### src/rtl/branch_resolver.sv
// Pipeline-side client of the 2-bit branch predictor: requests and captures predictions,
// queues them in order until execute resolves them, and flags and flushes mispredicts.
module branch_resolver #(
  parameter int DEPTH  = 4,
  parameter int STAT_W = 16,
  localparam int CNT_W = $clog2(DEPTH + 1)
) (
  input  logic              clk,
  input  logic              rst_n,
  input  logic              br_fetch_valid,
  output logic              br_fetch_ready,
  output logic              br_pred_valid,
  output logic              br_pred_taken,
  input  logic              br_exec_valid,
  input  logic              br_exec_taken,
  output logic              request,
  input  logic              prediction,
  output logic              result,
  output logic              taken,
  output logic              mispredict,
  output logic [CNT_W-1:0]  inflight,
  output logic [STAT_W-1:0] stat_branches,
  output logic [STAT_W-1:0] stat_mispred,
  output logic              underflow_err
);

  localparam int PTR_W = (DEPTH > 1) ? $clog2(DEPTH) : 1;
  localparam logic [CNT_W:0]    DEPTH_EXT = (CNT_W + 1)'(DEPTH);
  localparam logic [PTR_W-1:0]  PTR_LAST  = PTR_W'(DEPTH - 1);
  localparam logic [PTR_W-1:0]  PTR_ZERO  = {PTR_W{1'b0}};
  localparam logic [PTR_W-1:0]  PTR_ONE   = PTR_W'(1'b1);
  localparam logic [CNT_W-1:0]  CNT_ZERO  = {CNT_W{1'b0}};
  localparam logic [CNT_W-1:0]  CNT_ONE   = CNT_W'(1'b1);
  localparam logic [STAT_W-1:0] STAT_ZERO = {STAT_W{1'b0}};
  localparam logic [STAT_W-1:0] STAT_ONE  = STAT_W'(1'b1);
  localparam logic [STAT_W-1:0] STAT_MAX  = {STAT_W{1'b1}};

  // Pointers wrap explicitly so non-power-of-two depths stay in range.
  function automatic logic [PTR_W-1:0] ptr_inc(input logic [PTR_W-1:0] ptr);
    if (ptr == PTR_LAST) begin
      return PTR_ZERO;
    end else begin
      return ptr + PTR_ONE;
    end
  endfunction

  logic [DEPTH-1:0]  fifo_r, fifo_nxt_s;
  logic [PTR_W-1:0]  head_r, head_nxt_s;
  logic [PTR_W-1:0]  tail_r, tail_nxt_s;
  logic [CNT_W-1:0]  count_r, count_nxt_s;
  logic              pending_r, pending_nxt_s;
  logic              mispredict_r;
  logic [STAT_W-1:0] stat_branches_r, stat_branches_nxt_s;
  logic [STAT_W-1:0] stat_mispred_r, stat_mispred_nxt_s;
  logic              underflow_r, underflow_nxt_s;

  logic [CNT_W:0]    occupancy_s;
  logic              ready_s;
  logic              accept_s;
  logic              resolve_s;
  logic              head_pred_s;
  logic              mispred_s;

  // Handshake decode: a pending capture already owns a slot, so it counts against ready.
  always_comb begin
    occupancy_s = {1'b0, count_r} + {{CNT_W{1'b0}}, pending_r};
    ready_s     = (occupancy_s < DEPTH_EXT);
    accept_s    = br_fetch_valid & ready_s & rst_n;
    resolve_s   = br_exec_valid & (count_r != CNT_ZERO) & rst_n;
    head_pred_s = fifo_r[head_r];
    mispred_s   = resolve_s & (head_pred_s ^ br_exec_taken);
  end

  // FIFO, pending-capture and statistics next-state.
  always_comb begin
    fifo_nxt_s          = fifo_r;
    head_nxt_s          = head_r;
    tail_nxt_s          = tail_r;
    count_nxt_s         = count_r;
    pending_nxt_s       = pending_r;
    stat_branches_nxt_s = stat_branches_r;
    stat_mispred_nxt_s  = stat_mispred_r;
    underflow_nxt_s     = underflow_r;

    if (mispred_s) begin
      // Everything younger than the mispredicted head is wrong-path, including
      // the capture and any accept happening on this same edge.
      head_nxt_s    = PTR_ZERO;
      tail_nxt_s    = PTR_ZERO;
      count_nxt_s   = CNT_ZERO;
      pending_nxt_s = 1'b0;
    end else begin
      if (pending_r) begin
        fifo_nxt_s[tail_r] = prediction;
        tail_nxt_s         = ptr_inc(tail_r);
      end else begin
        tail_nxt_s = tail_r;
      end
      if (resolve_s) begin
        head_nxt_s = ptr_inc(head_r);
      end else begin
        head_nxt_s = head_r;
      end
      count_nxt_s   = count_r + (pending_r ? CNT_ONE : CNT_ZERO)
                              - (resolve_s ? CNT_ONE : CNT_ZERO);
      pending_nxt_s = accept_s;
    end

    if (resolve_s && (stat_branches_r != STAT_MAX)) begin
      stat_branches_nxt_s = stat_branches_r + STAT_ONE;
    end else begin
      stat_branches_nxt_s = stat_branches_r;
    end

    if (mispred_s && (stat_mispred_r != STAT_MAX)) begin
      stat_mispred_nxt_s = stat_mispred_r + STAT_ONE;
    end else begin
      stat_mispred_nxt_s = stat_mispred_r;
    end

    if (br_exec_valid && (count_r == CNT_ZERO)) begin
      underflow_nxt_s = 1'b1;
    end else begin
      underflow_nxt_s = underflow_r;
    end
  end

  // State registers with synchronous active-low reset taking priority over every event.
  always_ff @(posedge clk) begin
    if (!rst_n) begin
      fifo_r          <= {DEPTH{1'b0}};
      head_r          <= PTR_ZERO;
      tail_r          <= PTR_ZERO;
      count_r         <= CNT_ZERO;
      pending_r       <= 1'b0;
      mispredict_r    <= 1'b0;
      stat_branches_r <= STAT_ZERO;
      stat_mispred_r  <= STAT_ZERO;
      underflow_r     <= 1'b0;
    end else begin
      fifo_r          <= fifo_nxt_s;
      head_r          <= head_nxt_s;
      tail_r          <= tail_nxt_s;
      count_r         <= count_nxt_s;
      pending_r       <= pending_nxt_s;
      mispredict_r    <= mispred_s;
      stat_branches_r <= stat_branches_nxt_s;
      stat_mispred_r  <= stat_mispred_nxt_s;
      underflow_r     <= underflow_nxt_s;
    end
  end

  assign br_fetch_ready = ready_s;
  assign br_pred_valid  = pending_r;
  assign br_pred_taken  = prediction & pending_r;
  assign request        = accept_s;
  assign result         = resolve_s;
  assign taken          = br_exec_taken;
  assign mispredict     = mispredict_r;
  assign inflight       = count_r;
  assign stat_branches  = stat_branches_r;
  assign stat_mispred   = stat_mispred_r;
  assign underflow_err  = underflow_r;

endmodule

### config.mk
export PLATFORM = sky130hd
export DESIGN_NAME = branch_resolver
export DESIGN_NICKNAME = d
export VERILOG_FILES = /design/src/rtl/branch_resolver.sv
export SDC_FILE = /design/constraint.sdc
export NUM_CORES = 1
export LEC_CHECK = 0
export ABC_AREA = 1
export BUFFER_PORTS_ARGS = -buffer_cell sky130_fd_sc_hd__buf_2
export CAP_MARGIN = 20
export CORE_ASPECT_RATIO = 0.5
export CORE_MARGIN = 2
export CORE_UTILIZATION = 50
export CTS_CLUSTER_DIAMETER = 30
export DETAILED_ROUTE_END_ITERATION = 7
export PLACE_DENSITY = 0.81
export SLEW_MARGIN = 20
export SYNTH_ARGS = -nofsm -noshare
export SYNTH_HDL_FRONTEND = slang
export SYNTH_SLANG_ARGS = --single-unit
### constraint.sdc
create_clock -name clk -period 2.08 [get_ports clk]
set_input_delay 0.208 -clock clk [delete_from_list [all_inputs] [get_ports clk]]
set_output_delay 0.208 -clock clk [all_outputs]
set_load 0.03 [all_outputs]
==> reports/metrics.yaml <==
status: "finished clean"
ctsResizeCount: 0
area_growth_pct: 15.8
ios: 49
ys_seq_area_frac: 0.343
ys_seq_elements: 46
r2r_slack_ps: 180
fin_ws_ps: 183
gp_congestion: 0.856
cts_setup_buffers: 0
htree_levels: 2
final_cell_mix: "113 x nand2_1, 48 x buf_2, 47 x nor2_1, 43 x dfxtp_1, 42 x inv_1"
die_x_um: 108
ys_types: 29
critical_path_class: "reg -> reg"
clockRootBuffer: "clkbuf_8"
cp.arrival_ps: 2080
cap_violations: 0
ctsHoldBuffers: 0
grt_overflow: 0
yosysWarningCount: 0
hp-class: "in -> reg"
io_buffers: 48
dp_hpwl_um: 4140
pwr-share-comb: 0.271
antenna_found_initial: 0
grt_start_max_net_pins: 27
wl_per_cell_um: 11.0
r2r_end: "inflight[2]"
synth.avg_cell_area_sq_um: 6.77
power-per-cell-area_mw_per_mm2: 698
finalNonFillerCells: 520
initial_core_util: 0.531
dp.cells: 512
hold_depth: 3
via_per_inst: 4.90
synthesis.nets: 413
cp-end-kind: "register"
fillerInstances: 506
die-area_sq_mm: 0.00600
relSlewSlack: 0.693
clk_pin_slew_ps: 80
p_int_mw: 1.41
hold_end: "underflow_err"
clkPwrFrac: 0.261
rsz0062_at_grt: "no"
p_switching_mw: 0.759
ant_nets: 0
cp_cell_sequence: "nor3_2 -> nor2_4 -> ha_1 -> inv_1 -> ha_1 -> inv_1 -> fa_1 -> xnor2_1 -> nor2_1"
critPathSlowestCell: "fa_1"
required_ps: 2270
preCtsSetupSlack_ps: 174
r2r-start: "inflight[0]"
cts_buffers: 5
hold_violations: 0
critPathMaxFanout: 5
max_freq_mhz: 527
finalSetupViolations: 0
critPathLaunchType: "register"
core-area_sq_mm: 0.00504
routed-via-count: 2548
min_from: "br_exec_valid"
p_leak_nw: 1.36
first_global_vias: 2175
slowest_delay_ps: 370
netlist_instances: 396
track_usage: 0.201
drv_slew: 0
reg2reg_depth: 9
clk_latency_ps: 310
fin_crit_sh: 0.912
finalClockSkew_ps: 9.19
drive_above_1_share: 0.180
ir_worst_vdd_mv: 0.724
p_sw_frac: 0.350
num_rows: 18
synth_area_sq_mm: 0.00268
cts_tree: "done"
antennaDiodeCount: 0
tightest_slew_ps: 456
period_needed_ps: 1900
nNetsFinal: 466
drtIter0Drc: 143
cts_sinks: 46
finalSetupTns_ps: 0
sequentialPowerShare: 0.468
grt_first_pass_wirelength_um: 9760
dieHeight_um: 55.8
path_delay_family: "adder cells"
path_depth: 9
cts_buffer_depth: 2
drt_pass1_iterations: 4
layout_commonest_cell: "nand2_1"
drc_errors: 0
wirelength_um: 5730
cp.buffers_inverters: 2
[per-stage QoR]
| step | utilization | hold slack, ps | area (sq um) | power [mW] |
|---|---|---|---|---|
| final | 0.615 | 140 | 3100 | 2.17 |
| after global routing | 0.615 | 144 | 3100 | 2.30 |
| after CTS | 0.615 | 131 | 3100 | 2.20 |
| after detailed placement | 0.597 | 449 | 3010 | 1.63 |
| after global placement | 0.597 | 441 | 3010 | 1.62 |
| after floorplan | - | 339 | 2690 | 1.48 |
[layer usage]
layer | track usage | wire length, um | vias to the layer above
li1 | - | - | 1365
met1 | 0.267 | 2840 | 1128
met5 | 0 | 0 | -
met2 | 0.320 | 2550 | 50
met4 | 0.0696 | 61 | 0
met3 | 0.0504 | 277 | 5
[kinds of logic (layout without fill, tap and decap cells)]
family | after synthesis | count (layout) | synth area share
xor gates and xnor gates | 18 | 18 | 0.0588
DFF | 46 | 46 | 0.343
AOI/OAI and AO/OA | 37 | 37 | 0.0705
buffers and inverters | 55 | 109 | 0.0877
and+or+nand+nor | 229 | 229 | 0.385
adders and majority gates | 11 | 11 | 0.0541
[power groups by stage]
stage	combinational [mW]	sequential [mW]	clock [mW]
3_5_place_dp	0.590	1.04	0
5_1_grt	0.652	1.03	0.623
2_1_floorplan	0.359	1.13	0
4_1_cts	0.593	1.02	0.592
6_report	0.587	1.01	0.566
3_3_place_gp	0.587	1.03	0
[final cells by class]
class,instances,area (sq um),share of cell area
Multi-Input combinational cell,295,1530,0.493
Inverter,45,170,0.0548
Clock buffer,7,86.3,0.0278
Sequential cell,46,925,0.298
Tap cell,70,87.6,0.0282
Clock inverter,1,5.00,0.00161
Timing Repair Buffer,56,300,0.0967
[worst max-delay path by stage]
stage	start	to	slack [ps]
2_1_floorplan	inflight[1]	inflight[2]	1
3_3_place_gp	inflight[0]	inflight[2]	220
3_5_place_dp	inflight[1]	inflight[2]	170
4_1_cts	inflight[1]	inflight[2]	170
5_1_grt	inflight[1]	inflight[2]	70
6_report	inflight[0]	inflight[2]	180
[synth_stat cells, drive strengths merged]
library cell  instances  area (sq um)
inv                  43           161
o21ai                 6          30.0
nand4                12          90.1
nand2               118           465
dfxtp                46           921
xnor2                 7          61.3
nand3b                3          22.5
xor2                 11          96.3
clkbuf                4          15.0
clkinv                2          8.75
ha                   10           125
a21oi                31           159
nand3                40           205
nor3                  5          25.0
nor2                 51           225
buf                   6          50.0
fa                    1          20.0
[worst register-to-register path: stages, from the launching register on]
cell and delay (ps):
dfxtp_2 350, nor3_2 270, nor2_4 70, ha_1 280, inv_1 50, ha_1 130, inv_1 50, fa_1 370
xnor2_1 160, nor2_1 60
[sequential cells by signal, summed over array words and instances (netlist names)]
register and flops:
head_r 2, inflight 3, underflow_err 1, mispredict 1, stat_branches 16, stat_mispred 16, br_pred_valid 1, fifo_r 4
tail_r 2
No activity file was read; power rests on OpenSTA's default activity.
